==> config.mk <==
export PLATFORM = sky130hd
export DESIGN_NAME = reg_dump_uart_tx_flat
export DESIGN_NICKNAME = d
export VERILOG_FILES = /design/src/rtl/reg_dump_uart_tx_pkg.sv /design/src/rtl/reg_dump_uart_tx_if.sv /design/src/rtl/reg_dump_uart_tx_byte.sv /design/src/rtl/reg_dump_uart_tx.sv /design/src/flat_wrapper.sv
export SDC_FILE = /design/constraint.sdc
export NUM_CORES = 1
export LEC_CHECK = 0
export BUFFER_PORTS_ARGS = -buffer_cell sky130_fd_sc_hd__buf_2
export CORE_MARGIN = 5
export CORE_UTILIZATION = 55
export DETAILED_ROUTE_END_ITERATION = 10
export MAX_ROUTING_LAYER = met4
export PLACE_DENSITY = 0.75
export SYNTH_ARGS = -nofsm -noshare
export SYNTH_HDL_FRONTEND = slang
export SYNTH_SLANG_ARGS = --single-unit
==> constraint.sdc <==
create_clock -name clk -period 3.4 [get_ports clk]
set_input_delay 0.17 -clock clk [delete_from_list [all_inputs] [get_ports clk]]
set_output_delay 0.17 -clock clk [all_outputs]
set_load 0.01 [all_outputs]
==> src/rtl/reg_dump_uart_tx_pkg.sv <==
// Shared constants, FSM state type and checksum helper for the register-dump
// UART transmitter.
package reg_dump_uart_tx_pkg;

  localparam int BITS_PER_BYTE = 8;
  localparam int FRAME_BYTES   = 10;
  localparam logic [7:0] DEFAULT_SYNC_BYTE = 8'hA5;

  typedef enum logic [1:0] {
    IDLE,
    START_BIT,
    DATA,
    STOP_BIT
  } tx_state_e;

  // XOR of the eight register bytes; the sync byte is not part of it.
  function automatic logic [7:0] xor_bytes(input logic [63:0] d);
    logic [7:0] acc;
    acc = '0;
    for (int i = 0; i < 8; i++) acc = acc ^ d[8*i +: 8];
    return acc;
  endfunction

endpackage

==> src/rtl/reg_dump_uart_tx_if.sv <==
// Request / serial-output bundle between the host-side logic and the dumper.
interface reg_dump_uart_tx_if;
  logic        start;
  logic [63:0] reg_d;
  logic        txd;
  logic        busy;
  logic        done;

  modport master (output start, output reg_d, input txd, input busy, input done);
  modport slave  (input start, input reg_d, output txd, output busy, output done);
endinterface

==> src/rtl/reg_dump_uart_tx_byte.sv <==
// 8N1 byte serializer: baud counter, shift register, start/stop framing.
// ready is high when a load on this edge will be accepted without a gap.
module uart_tx_byte
  import reg_dump_uart_tx_pkg::*;
#(
  parameter int CLKS_PER_BIT = 434
) (
  input  logic       clk,
  input  logic       rst,
  input  logic       load,
  input  logic [7:0] byte_in,
  output logic       ready,
  output logic       txd
);

  localparam int CW = $clog2(CLKS_PER_BIT);
  localparam logic [CW-1:0] BAUD_LAST = CW'(CLKS_PER_BIT - 1);

  tx_state_e     state_q, state_d;
  logic [CW-1:0] baud_q, baud_d;
  logic [2:0]    bit_q, bit_d;
  logic [7:0]    shift_q, shift_d;
  logic          txd_q, txd_d;
  logic          bit_end;

  assign bit_end = (baud_q == BAUD_LAST);
  assign ready   = (state_q == IDLE) || ((state_q == STOP_BIT) && bit_end);
  assign txd     = txd_q;

  // NOTE: every signal gets its default before the case so no path leaves one unassigned (no latches).
  always_comb begin
    state_d = state_q;
    baud_d  = bit_end ? '0 : baud_q + 1'b1;
    bit_d   = bit_q;
    shift_d = shift_q;
    txd_d   = txd_q;
    unique case (state_q)
      IDLE: begin
        baud_d = '0;
        txd_d  = 1'b1;
        if (load) begin
          state_d = START_BIT;
          shift_d = byte_in;
          txd_d   = 1'b0;
        end
      end
      START_BIT: begin
        if (bit_end) begin
          state_d = DATA;
          bit_d   = '0;
          txd_d   = shift_q[0];
        end
      end
      DATA: begin
        if (bit_end) begin
          shift_d = shift_q >> 1;
          if (bit_q == 3'(BITS_PER_BYTE - 1)) begin
            state_d = STOP_BIT;
            txd_d   = 1'b1;
          end else begin
            bit_d = bit_q + 1'b1;
            txd_d = shift_q[1];
          end
        end
      end
      STOP_BIT: begin
        if (bit_end) begin
          if (load) begin
            state_d = START_BIT;
            shift_d = byte_in;
            txd_d   = 1'b0;
          end else begin
            state_d = IDLE;
            txd_d   = 1'b1;
          end
        end
      end
      default: state_d = IDLE;
    endcase
  end

  // NOTE: non-blocking assignments here so every flop samples pre-edge values.
  always_ff @(posedge clk or posedge rst) begin
    if (rst) begin
      state_q <= IDLE;
      baud_q  <= '0;
      bit_q   <= '0;
      shift_q <= '0;
      txd_q   <= 1'b1;
    end else begin
      state_q <= state_d;
      baud_q  <= baud_d;
      bit_q   <= bit_d;
      shift_q <= shift_d;
      txd_q   <= txd_d;
    end
  end

endmodule

==> src/rtl/reg_dump_uart_tx.sv <==
// Snapshots the 8x8 register file on start and streams sync, R0..R7 and an
// XOR checksum through the byte serializer, back to back.
module reg_dump_uart_tx
  import reg_dump_uart_tx_pkg::*;
#(
  parameter int         CLKS_PER_BIT = 434,
  parameter logic [7:0] SYNC_BYTE    = DEFAULT_SYNC_BYTE
) (
  input logic              clk,
  input logic              rst,
  reg_dump_uart_tx_if.slave bus
);

  logic        active_q, active_d;
  logic        done_q, done_d;
  logic [3:0]  idx_q, idx_d;
  logic [63:0] snap_q, snap_d;
  logic [7:0]  csum_q, csum_d;
  logic        load, ready, txd;
  logic [7:0]  byte_in;

  always_comb begin
    active_d = active_q;
    done_d   = 1'b0;
    idx_d    = idx_q;
    snap_d   = snap_q;
    csum_d   = csum_q;
    load     = 1'b0;
    byte_in  = SYNC_BYTE;
    if (!active_q) begin
      if (bus.start) begin
        load     = 1'b1;
        active_d = 1'b1;
        idx_d    = '0;
        snap_d   = bus.reg_d;
        csum_d   = xor_bytes(bus.reg_d);
      end
    end else if (ready) begin
      if (idx_q == 4'(FRAME_BYTES - 1)) begin
        active_d = 1'b0;
        done_d   = 1'b1;
      end else begin
        // Byte idx+1 is R(idx) for idx 0..7, and the checksum after R7.
        load    = 1'b1;
        idx_d   = idx_q + 1'b1;
        byte_in = idx_q[3] ? csum_q : snap_q[{idx_q[2:0], 3'b000} +: 8];
      end
    end
  end

  // NOTE: the snapshot is a plain 64-bit register, so clearing it on reset is cheap and makes state deterministic.
  always_ff @(posedge clk or posedge rst) begin
    if (rst) begin
      active_q <= 1'b0;
      done_q   <= 1'b0;
      idx_q    <= '0;
      snap_q   <= '0;
      csum_q   <= '0;
    end else begin
      active_q <= active_d;
      done_q   <= done_d;
      idx_q    <= idx_d;
      snap_q   <= snap_d;
      csum_q   <= csum_d;
    end
  end

  uart_tx_byte #(.CLKS_PER_BIT(CLKS_PER_BIT)) u_tx_byte (
    .clk    (clk),
    .rst    (rst),
    .load   (load),
    .byte_in(byte_in),
    .ready  (ready),
    .txd    (txd)
  );

  assign bus.txd  = txd;
  assign bus.busy = active_q;
  assign bus.done = done_q;

endmodule
==> src/flat_wrapper.sv <==
// flat-port wrapper written by rule: the top's interface ports become plain ports
module reg_dump_uart_tx_flat import reg_dump_uart_tx_pkg::*;
#(
  parameter int         CLKS_PER_BIT = 434,
  parameter logic [7:0] SYNC_BYTE    = DEFAULT_SYNC_BYTE
)
  (clk, rst, bus_start, bus_reg_d, bus_txd, bus_busy, bus_done);
  reg_dump_uart_tx_if bus_i ();
  input logic clk;
  input logic rst;
  input wire logic [$bits(bus_i.start)-1:0] bus_start;
  input wire logic [$bits(bus_i.reg_d)-1:0] bus_reg_d;
  output wire logic [$bits(bus_i.txd)-1:0] bus_txd;
  output wire logic [$bits(bus_i.busy)-1:0] bus_busy;
  output wire logic [$bits(bus_i.done)-1:0] bus_done;
  assign bus_i.start = bus_start;
  assign bus_i.reg_d = bus_reg_d;
  assign bus_txd = bus_i.txd;
  assign bus_busy = bus_i.busy;
  assign bus_done = bus_i.done;
  reg_dump_uart_tx #(.CLKS_PER_BIT(CLKS_PER_BIT), .SYNC_BYTE(SYNC_BYTE)) u_core (.clk(clk), .rst(rst), .bus(bus_i));
endmodule
Word level (Yosys, flattened, before mapping) --
Cells that the tools add are included.
Storage, ports and cells: register bits 101, bits of input ports 67, output and inout bits 3, word-level logic and storage cells 88
Cells by class: add/sub/neg operators 3, eq/ne operators 14, shift-type cells 1, muxes and demuxes 40, bitwise gates (word level) 8, reduce and logical (&&, ||, !) cells 12
Operator list (number):
- indexed part select 64 x 7 -> 8 bit | 1
- two-way mux 8 bit | 7
- bitwise XOR 8 bit | 7
- one-hot mux 8 bit (3 select lines) | 1
- two-way mux 9 bit | 2
- two-way mux 4 bit | 4
- two-way mux 1 bit | 15
- != test 2 bit, second input constant | 7
- two-way mux 2 bit | 5
- adder 9 x 1 -> 9 bit, second input constant | 1
- == test 9 bit, second input constant | 1
- two-way mux 3 bit | 3
- AND reduction 3 bit | 3
- one-hot mux 2 bit (4 select lines) | 1
- one-hot mux 3 bit (2 select lines) | 1
- AND reduction 5 bit | 1
- adder 4 x 1 -> 4 bit, second input constant | 1
- == test 2 bit, second input constant | 2
- == test 4 bit, second input constant | 1
- one-hot mux 1 bit (4 select lines) | 1
- AND reduction 4 bit | 1
- nonzero test 2 bit | 2
- adder 3 x 1 -> 3 bit, second input constant | 1
- == test 3 bit, second input constant | 1
- other kinds (8) | 8

Logic depth before layout (Yosys ltp) --
Gate-level depths: netlist (run 1).
depth after elaboration 8, mapped depth 9, gate-level depth less buffers 7

Cells and area by module --
Synthesis (run 1) repeated with hierarchy kept, for this count alone.
Second synthesis, totals: cell total of the unflattened synthesis 588, area, all modules 5424.0 um^2
By module, submodules not included:
- reg_dump_uart_tx | instances 1, cells an instance 469, area each 4107.7 um^2, sequential area each 1951.9 um^2
- uart_tx_byte | instances 1, cells an instance 119, area each 1316.3 um^2, sequential area each 576.8 um^2

Worst setup path before layout (run 1) --
Ideal clock, no wire load.
kind flip-flop to flip-flop, start point reg u_core.idx_q[0], end point reg u_core.u_tx_byte.shift_q[1], setup time 0.125 ns, arrival 1.924 ns, required time 3.275 ns, setup slack 1.351 ns, stages on the path, launching flop included 7, buffers on the path 1, clock period less this slack 2.049 ns, path through dfrtp_1 -> buf_6 -> mux4_2 -> and2_1 -> a211o_1 -> a32o_1 -> mux2_4
On the way: cells in the longest elaborated chain, start to end 8, elaborated cells between the ends (all ways) 12, those cells by class 1 x eq/ne; 1 x shift; 10 x mux
Ends and longest elaborated chain:
- from (decl) | RTL line reg_dump_uart_tx.sv:16 | logic [3:0] idx_q, idx_d;
- from (signal assigned) | RTL line reg_dump_uart_tx.sv:62 | idx_q <= idx_d;
- indexed part select 64 x 7 -> 8 bit | RTL line reg_dump_uart_tx.sv:46 | byte_in = idx_q[3] ? csum_q : snap_q[{idx_q[2:0], 3'b000} +: 8];
- two-way mux 8 bit | RTL line reg_dump_uart_tx.sv:46
- two-way mux 8 bit | RTL line reg_dump_uart_tx.sv:39 | if (idx_q == 4'(FRAME_BYTES - 1)) begin
- two-way mux 8 bit | RTL line reg_dump_uart_tx.sv:38 | end else if (ready) begin
- two-way mux 8 bit | RTL line reg_dump_uart_tx.sv:30 | if (!active_q) begin
- two-way mux 8 bit (*) | RTL line reg_dump_uart_tx_byte.sv:41, reg_dump_uart_tx_byte.sv:68
- two-way mux 8 bit | RTL line reg_dump_uart_tx_byte.sv:67 | if (bit_end) begin
- one-hot mux 8 bit (3 select lines) (*) | RTL line reg_dump_uart_tx_byte.sv:37 | unique case (state_q)
- to (signal assigned) | RTL line reg_dump_uart_tx_byte.sv:94 | shift_q <= shift_d;
- to (decl) | RTL line reg_dump_uart_tx_byte.sv:22 | logic [7:0] shift_q, shift_d;
Mark *: on every way between the ends. The rest lies on a longest branch, timed or not. The select of a mux whose other input is x is not followed. A chain may end at the register's enable or synchronous reset.

Final worst setup path (run 1) --
start point reg u_core.idx_q[1], end point reg u_core.u_tx_byte.shift_q[3]
The elaborated chain is that of the path after synthesis.

==> key figures, run 1 <==
Outcome
  • Status: completed

Synth
  • Number of synthesized flops with an enable pin: 0
  • Number of distinct library cells after synthesis: 45
  • Mapped cell area: 5410 sq um
  • Flops & latches, synth: 101
  • Avg Inst Size Synth: 9.79 sq um
  • Number of synthesis warnings: 0
  • Most used DFF post-synth: dfrtp_1
  • Syn Inst Count: 552
  • Asr flop ratio synth: 100%
  • Register area share after synthesis: 46.8%
  • Post-synth net total: 631

Critical path
  • Reg-to-reg critical path endpoint: u_core.u_tx_byte.shift_q[3]
  • Worst EP required: 3.66 ns
  • R2R cell count: 7
  • Critical path class: reg -> reg
  • Setup crit start: u_core.idx_q[1]
  • R2R setup slack: 0.74 ns
  • Worst Setup EP: u_core.u_tx_byte.shift_q[3]
  • FF-to-FF Start: u_core.idx_q[1]
  • Crit Path Max Fanout: 13
  • CP startpoint kind: flip-flop
  • Setup crit end kind: flip-flop
  • Critical Path AT: 2.92 ns

Timing
  • Hold slack: 0.00596 ns
  • Fin. max-slew vios: 0
  • Tcrit/Tclk final: 78.3%
  • Final Hold Vio Count: 0
  • Worst slew margin: 42.4%
  • Tmin final: 2.66 ns
  • Unrepaired setup endpoints after global routing: false
  • Final Skew: 0.0121 ns
  • Fin Setup TNS: 0 ns
  • Fmax: 376 MHz
  • Final Setup Violations: 0
  • Measured slew at the worst slew-check pin: 0.861 ns

Cells and area
  • # nets final: 694
  • Most frequent cells in the layout: nand2_1 (206), dfrtp_1 (100), buf_2 (69)
  • Most common cell after layout, fill and taps aside: nand2_1
  • # diodes: 0
  • Layout cells sized above 1: 20.0%
  • Final instance area: 6080 sq um
  • Area Overhead vs Synth: 12.5%

Power
  • Total power density per cell area: 421 nW/um^2
  • Leakage: 3.03 nW
  • Overall power: 2.56 mW
  • Maximum vdd drop: 0.279 mV

Drt
  • Final WL: 11.5 mm
  • Routed Antenna Nets: 0
  • Initial drt markers: 219
  • Initial DRT Pass Iterations: 4
  • Vias per cell: 5.31
  • Routed wire per std cell: 15.2 um
  • Vias: 4,000
  • Drc violations: 0

Global routing
  • Initial antenna violation count: 0
  • Vias in the first global route: 3,955
  • Total GRT Usage: 21.1%
  • Largest net degree at the start of global routing: 68
  • Grt total ovfl: 0
  • First-pass GRT wire length: 19.0 mm

Clock tree
  • CTS tree: built
  • Clock root cell: clkbuf_8
  • Skew-Pair Late Insertion Delay: 0.37 ns
  • Reg clk slew, reported paths: 0.11 ns
  • Buffer depth of the longest clock path: 2
  • Total clock buffers created by CTS: 9
  • # clock sinks: 101
  • Htree depth: 3

Floorplanning
  • Ports: 70
  • Core Area: 9680 sq um
  • Die width: 109 um
  • Initial core utilization: 55.8%
  • Die Height: 109 um
  • Rows: 36
  • Die footprint: 11,900 sq um

Hold path
  • Worst Hold Class: in -> reg

Placement
  • DP HPWL: 8.01 mm
  • Routability-driven placement congestion ratio: 0.851
  • Dpl cell area: 5830 sq um
  • Port bufs: 69

Run
  • Max-Cap Viols: 0
-- critical path: stages, from the launching register on --
cell and delay (ns):
dfrtp_1 0.70, inv_1 0.23, ha_1 0.25, nand3b_1 0.10
nand2_1 0.17, or2_0 0.38, a21o_1 0.37, mux2_4 0.36
-- flip-flops by register name, indices dropped and copies added (netlist names), 2 cells and up --
signal                    flops
u_core.csum_q                 8
u_core.idx_q                  4
u_core.snap_q                64
u_core.u_tx_byte.baud_q       9
u_core.u_tx_byte.bit_q        3
u_core.u_tx_byte.shift_q      8
u_core.u_tx_byte.state_q      2
-- what timing repair did --
action / in CTS / in global routing
gates resized for setup: 0 / 0
endpoints found under the hold margin: 55 / 2
buffers inserted: 0 / 0
hold buffers: 3 / 2
-- final cells by class --
| class | count | area (sq um) |
|---|---|---|
| multi-input combinational | 416 | 2720 |
| clock buffer | 10 | 138 |
| tap | 133 | 166 |
| fill | 819 | 3600 |
| inverter | 7 | 28.8 |
| sequential | 101 | 2530 |
| timing repair buffer | 80 | 440 |
| clock inverter | 6 | 62.6 |
-- cells in the mapped netlist (3+ instances only) --
library cell | number | area share (%)
buf_2 | 5 | 0.46
nand2_1 | 207 | 14
clkbuf_1 | 20 | 1.4
a32o_1 | 4 | 0.74
mux2_2 | 5 | 1.0
inv_1 | 7 | 0.49
mux2i_1 | 4 | 0.74
mux2_4 | 7 | 1.9
dfrtp_1 | 100 | 46
nor2_1 | 23 | 1.6
a211o_1 | 4 | 0.65
and2_1 | 3 | 0.35
a22o_1 | 5 | 0.81
nand3_1 | 6 | 0.56
xnor2_1 | 64 | 10
o21ai_0 | 14 | 1.3
nand2b_1 | 5 | 0.58
mux4_1 | 5 | 2.4
mux4_2 | 11 | 4.6
nor2b_1 | 4 | 0.46
ha_1 | 12 | 2.8
a21oi_1 | 8 | 0.74
nor3_1 | 3 | 0.28
-- per-layer routing --
metal / share of wire, % / vias up / track usage [%]
met4: 1.4 / 0 / 6.31
met3: 4.3 / 14 / 4.09
met2: 49 / 99 / 32.8
met1: 45 / 1960 / 28.2
met5: 0 / - / -
li1: - / 1927 / -
-- how the worst min path moves through the flow --
stage	slack (ns)	to	cells after the start	start
after global placement	0.32	u_core.u_tx_byte.baud_q[2]	2	rst
after detailed placement	0.33	u_core.u_tx_byte.baud_q[3]	2	rst
after CTS	0.0002	u_core.snap_q[26]	3	bus_reg_d[26]
final	0.006	u_core.snap_q[47]	3	bus_reg_d[47]
after global routing	0.0005	u_core.snap_q[53]	3	bus_reg_d[53]
after floorplan	0.28	u_core.snap_q[0]	2	bus_reg_d[0]
-- power by group --
| group | switching [mW] | internal, mW | leakage, nW |
|---|---|---|---|
| Sequential | 0.0836 | 1.31 | 1.27 |
| Clock | 0.459 | 0.307 | 0.103 |
| Combinational | 0.179 | 0.218 | 1.65 |
-- through the flow --
step | setup WS [ns] | cells | utilization, %
2_1_floorplan | 0.585 | 552 | -
3_3_place_gp | 0.920 | 732 | 60.2
3_5_place_dp | 0.779 | 732 | 60.2
4_1_cts | 0.750 | 751 | 62.6
5_1_grt | 0.595 | 753 | 62.8
6_report | 0.738 | 753 | 62.8
-- kinds of logic after synthesis --
group	count (synthesis)	share of synthesized area, %
AO/OA/AOI/OAI	44	5.83
buffers and inverters	35	3.12
flip-flops	101	46.8
adder cells (fa/ha/maj)	12	2.78
multiplexers	32	10.7
AND/OR/NAND/NOR	262	20.1
XOR/XNOR	66	10.7
Note: power is estimated with default switching activity, not from simulation.
==> run 2, diff against run 1 <==
Clock period 3.4 ns to 2.45 ns, I/O delays scaled along.
==> run 2 against run 1 <==
  * Global-route usage increased by 2.5 points
  * Fmax increased by 22%
  * Register-to-register slack got worse by 0.46 ns
  * Combinational power increased by 69%
  * Routed wire length increased by 9.0%
  * Largest cell class unchanged
  * Largest power group unchanged
  * Worst hold slack improved by 0.043 ns
  * Highest routed layer unchanged
  * Utilization increased by 6.8 points
==> key figures, run 2 (synthesis gave the netlist of run 1 again) <==
Outcome
  • Status: completed

Critical path
  • Critical path class: reg -> reg
  • Crit path largest cell delay: 0.44 ns
  • Crit-path slowest cell: dfrtp_1
  • R2R cell count: 6
  • Buffers & Inverters on Critical Path: 0
  • Crit Path Max Fanout: 7
  • Setup crit start: u_core.u_tx_byte.baud_q[0]
  • Reg-to-reg critical path endpoint: u_core.u_tx_byte.shift_q[0]
  • Worst EP required: 2.71 ns
  • R2R setup slack: 0.28 ns
  • FF-to-FF Start: u_core.u_tx_byte.baud_q[0]
  • Cell class contributing the biggest share of worst-path delay: compound AO/OA/AOI/OAI gates
  • Critical Path AT: 2.43 ns
  • CP startpoint kind: flip-flop
  • Worst-path cell chain: ha_1 -> and4_1 -> a31oi_4 -> or2_0 -> a21o_1 -> mux2_4
  • Setup crit end kind: flip-flop

Power
  • Maximum vdd drop: 0.292 mV
  • Total power density per cell area: 532 nW/um^2
  • Clk network pwr share: 28.1%
  • Seq pwr share: 53.2%
  • Int Pwr: 2.58 mW
  • Net Sw Frac: 28.0%
  • P_sw: 1.00 mW
  • Overall power: 3.59 mW
  • Leakage: 3.29 nW
  • Combinational group share of total power: 18.7%

Cells and area
  • Largest regs: u_core.snap_q x64, u_core.u_tx_byte.baud_q x9
  • Largest Register: u_core.snap_q
  • Most common cell after layout, fill and taps aside: nand2_1
  • Most frequent cells in the layout: nand2_1 (206), dfrtp_1 (100), buf_2 (69)
  • Largest register FFs: 64
  • Layout cells sized above 1: 18.6%
  • Area Overhead vs Synth: 24.6%
  • Layout Utilization: 69.6%
  • # nets final: 758

Run
  • Max-Cap Viols: 0

Timing
  • Fmax: 460 MHz
  • Measured slew at the worst slew-check pin: 0.668 ns
  • Worst slew margin: 55.5%
  • Slack of the critical path: 0.276 ns
  • Final Hold Vio Count: 0
  • Fin Setup TNS: 0 ns
  • Fin. max-slew vios: 0
  • Final Skew: 0.0163 ns
  • Final Setup Violations: 0
  • Unrepaired setup endpoints after global routing: false
  • Tcrit/Tclk final: 88.7%
  • Tmin final: 2.17 ns

Global routing
  • Initial antenna violation count: 0
  • Total GRT Usage: 23.6%
  • Largest net degree at the start of global routing: 74
  • Grt total ovfl: 0
  • Vias in the first global route: 4,498
  • First-pass GRT wire length: 21.3 mm

Placement
  • DP HPWL: 7.77 mm
  • Routability-driven placement congestion ratio: 0.801
  • Port bufs: 69
  • Worst slack, placed: 0.303 ns

Clock tree
  • # clock sinks: 101
  • Buffer depth of the longest clock path: 2
  • Htree depth: 3
  • # resized after CTS: 0
  • Clock root cell: clkbuf_8
  • Skew-Pair Late Insertion Delay: 0.38 ns
  • Reg clk slew, reported paths: 0.10 ns
  • Total clock buffers created by CTS: 9
  • CTS tree: built

Hold path
  • Min-delay src: bus_start
  • Worst Hold Class: in -> reg
  • Hold EP: u_core.bus.busy
  • Hold path depth: 3

Drt
  • Vias per cell: 5.25
  • Drc violations: 0
  • Vias: 4,299
  • Routed Antenna Nets: 0
  • Routed wire per std cell: 15.3 um
  • Initial DRT Pass Iterations: 4
  • Initial drt markers: 304
  • Final WL: 12.5 mm

Floorplanning
  • Die footprint: 11,900 sq um
  • Die Height: 109 um
  • Core Area: 9680 sq um
  • Die width: 109 um
  • Ports: 70
  • Initial core utilization: 55.8%
  • Rows: 36
-- run 2: cell count changes in the layout (fill, tap and decap cells not counted), sizes merged --
cell         before  now
buf              75   79
clkinvlp          0    2
diode             0    2
dlygate4sd3       5   65
inv              11    9
-- run 2: per-stage QoR --
stage	area, sq um	std cells	hold slack (ns)
3_3_place_gp	5900	736	0.230
6_report	6740	819	0.0487
3_5_place_dp	5900	736	0.246
5_1_grt	6730	817	0.0568
4_1_cts	6720	816	0.00718
2_1_floorplan	5410	552	0.228
-- run 2: worst max path at each step --
| stage | endpoint | cells after the start |
|---|---|---|
| 3_5_place_dp | u_core.u_tx_byte.shift_q[5] | 6 |
| 6_report | u_core.u_tx_byte.shift_q[0] | 6 |
| 2_1_floorplan | u_core.u_tx_byte.shift_q[1] | 6 |
| 3_3_place_gp | u_core.u_tx_byte.shift_q[4] | 6 |
| 4_1_cts | u_core.u_tx_byte.shift_q[6] | 6 |
| 5_1_grt | u_core.u_tx_byte.shift_q[6] | 6 |
-- run 2: final cells by class --
cell class / instances / area [sq um]
antenna: 2 / 5.00
clock buffer: 10 / 128
clock inverter: 6 / 53.8
fill: 691 / 2950
inverter: 7 / 30.0
multi-input combinational: 416 / 2720
sequential: 101 / 2530
tap: 133 / 166
timing repair buffer: 144 / 1110
-- run 2: worst min-delay path: cells and delay by family --
kind	cells	cell delay, ns
buffers and inverters	1	0.13
AND/OR/NAND/NOR	2	0.12
-- run 2: per-layer routing --
| layer | GRT usage [%] | vias to the layer above | part of all wire, % |
|---|---|---|---|
| li1 | - | 2058 | - |
| met1 | 29.0 | 2087 | 42 |
| met2 | 39.2 | 118 | 52 |
| met3 | 3.37 | 36 | 3.9 |
| met4 | 10.0 | 0 | 3.0 |
| met5 | - | - | 0 |
-- run 2: power groups by stage --
stage	clock (mW)	combinational (mW)	sequential, mW
floorplan	0	0.419	1.91
global placement	0	0.564	1.93
detailed placement	0	0.579	1.94
CTS	1.03	0.659	1.91
global route	1.10	0.745	1.92
finish	1.01	0.671	1.91
-- run 2: what timing repair did --
action | in CTS | in global routing
hold endpoints to repair | 91 | 1
setup buffers | 0 | 0
hold buffers | 64 | 1
==> run 3, diff against run 2 <==
Settings changed: ABC_CLOCK_PERIOD_IN_PS from default to 2450, MAX_ROUTING_LAYER met4 to default.
==> run 3 against run 2 <==
  * Non-clock buffer count unchanged
  * Largest power group unchanged
  * Sequential share of layout area unchanged
  * Largest cell class unchanged
  * Register-to-register slack about the same
  * Die area stayed put
  * Count of clock-buffer cells in the layout unchanged
  * First-iteration DRC count up 8.2%
  * Critical path depth stayed put
  * Flip-flop and latch count is the same
  * Via count decreased by 0.28%
==> key figures, run 3 (synthesis gave the netlist of run 1 again) <==
Cells and area
  • Final instance area: 6740 sq um
  • Largest register FFs: 64
  • Most common cell after layout, fill and taps aside: nand2_1
  • Largest regs: u_core.snap_q x64, u_core.u_tx_byte.baud_q x9
  • # nets final: 758
  • Area Overhead vs Synth: 24.6%
  • Fillers: 691
  • Layout Utilization: 69.6%
  • Layout cells sized above 1: 18.6%
  • Most frequent cells in the layout: nand2_1 (206), dfrtp_1 (100), buf_2 (69)
  • Largest Register: u_core.snap_q

Clock tree
  • Htree depth: 3
  • Reg clk slew, reported paths: 0.09 ns
  • Skew-Pair Late Insertion Delay: 0.38 ns
  • CTS tree: built
  • Clock root cell: clkbuf_8
  • Total clock buffers created by CTS: 9
  • Buffer depth of the longest clock path: 2
  • # clock sinks: 101

Hold path
  • Hold EP: u_core.bus.busy
  • Min-delay src: bus_start
  • Hold path depth: 3
  • Worst Hold Class: in -> reg

Drt
  • Vias: 4,287
  • Initial DRT Pass Iterations: 4
  • Vias per cell: 5.23
  • Routed wire per std cell: 15.4 um
  • Final WL: 12.6 mm
  • Routed Antenna Nets: 0
  • Initial drt markers: 329
  • Drc violations: 0

Power
  • Combinational group share of total power: 18.7%
  • Clk network pwr share: 28.1%
  • Maximum vdd drop: 0.291 mV
  • Int Pwr: 2.58 mW
  • Net Sw Frac: 27.9%
  • Leakage: 3.29 nW
  • Seq pwr share: 53.2%
  • P_sw: 1.00 mW
  • Total power density per cell area: 532 nW/um^2

Timing
  • Measured slew at the worst slew-check pin: 0.679 ns
  • Final Skew: 0.0166 ns
  • Fmax: 462 MHz
  • Tcrit/Tclk final: 88.4%
  • Slack of the critical path: 0.284 ns
  • Final Setup Violations: 0
  • Fin. max-slew vios: 0
  • Worst slew margin: 54.7%
  • Tmin final: 2.17 ns
  • Final Hold Vio Count: 0
  • Fin Setup TNS: 0 ns
  • Unrepaired setup endpoints after global routing: false

Floorplanning
  • Die width: 109 um
  • Die Height: 109 um
  • Core Area: 9680 sq um
  • Ports: 70
  • Initial core utilization: 55.8%
  • Die footprint: 11,900 sq um
  • Rows: 36

Outcome
  • Status: completed

Global routing
  • Largest net degree at the start of global routing: 74
  • Initial antenna violation count: 0
  • Grt total ovfl: 0
  • First-pass GRT wire length: 21.2 mm
  • Total GRT Usage: 22.9%
  • Vias in the first global route: 4,497

Critical path
  • FF-to-FF Start: u_core.u_tx_byte.baud_q[0]
  • Critical path class: reg -> reg
  • R2R setup slack: 0.28 ns
  • Crit Path Max Fanout: 7
  • Critical Path AT: 2.42 ns
  • Worst EP required: 2.71 ns
  • Reg-to-reg critical path endpoint: u_core.u_tx_byte.shift_q[0]
  • R2R cell count: 6
  • CP startpoint kind: flip-flop
  • Setup crit end kind: flip-flop

Placement
  • Routability-driven placement congestion ratio: 0.790
  • Dpl cell area: 5900 sq um
  • Port bufs: 69
  • DP HPWL: 7.77 mm
  • Worst slack, placed: 0.303 ns

Run
  • Max-Cap Viols: 0
run 3: cell counts in the layout (fill, tap and decap cells not counted):
No cell type changed its count.
run 3: worst max-delay path by stage:
stage	from	to	slack (ns)	cells past startpoint
floorplan	u_core.idx_q[0]	u_core.u_tx_byte.shift_q[1]	0.40	6
global placement	u_core.idx_q[0]	u_core.u_tx_byte.shift_q[4]	0.35	6
detailed placement	u_core.u_tx_byte.baud_q[0]	u_core.u_tx_byte.shift_q[5]	0.30	6
global route	u_core.u_tx_byte.baud_q[0]	u_core.u_tx_byte.shift_q[6]	0.18	6
finish	u_core.u_tx_byte.baud_q[0]	u_core.u_tx_byte.shift_q[0]	0.28	6
CTS	u_core.u_tx_byte.baud_q[0]	u_core.u_tx_byte.shift_q[6]	0.29	6
run 3: power by group through the flow:
stage | Combinational, mW | Sequential [mW] | Clock, mW
final | 0.671 | 1.91 | 1.01
after floorplan | 0.419 | 1.91 | 0
after detailed placement | 0.579 | 1.94 | 0
after global routing | 0.745 | 1.92 | 1.10
after CTS | 0.659 | 1.91 | 1.03
after global placement | 0.564 | 1.93 | 0
run 3: layer usage:
layer / share of wire, % / track usage [%] / vias to the layer above / routed length [um]
li1: - / - / 2056 / -
met1: 42 / 29.2 / 2079 / 5340
met2: 51 / 38.9 / 120 / 6470
met3: 3.6 / 3.49 / 32 / 460
met4: 2.8 / 10.0 / 0 / 357
met5: 0 / 0 / - / 0
run 3: critical path: stages (launching register included):
cell	delay [ns]
dfrtp_1	0.44
ha_1	0.21
and4_1	0.20
and2_2	0.24
o21bai_1	0.23
a21o_1	0.38
mux2_4	0.34
run 3: metrics by stage:
| step | total power, mW | cells | hold slack [ns] |
|---|---|---|---|
| 2_1_floorplan | 2.33 | 552 | 0.228 |
| 3_3_place_gp | 2.50 | 736 | 0.230 |
| 3_5_place_dp | 2.52 | 736 | 0.246 |
| 4_1_cts | 3.59 | 816 | 0.00718 |
| 5_1_grt | 3.77 | 817 | 0.0568 |
| 6_report | 3.59 | 819 | 0.0540 |
run 3: area by class of cell:
class / count / area [sq um] / area share, %
multi-input combinational: 416 / 2720 / 40.3
sequential: 101 / 2530 / 37.5
timing repair buffer: 144 / 1110 / 16.5
tap: 133 / 166 / 2.47
clock buffer: 10 / 128 / 1.89
clock inverter: 6 / 53.8 / 0.798
inverter: 7 / 30.0 / 0.446
antenna: 2 / 5.00 / 0.0743
run 3: what timing repair did:
action | 4_1_cts | 5_1_grt
hold endpoints to repair | 91 | 1
resized for setup | 0 | 0
hold buffers | 64 | 1
buffers inserted | 0 | 0
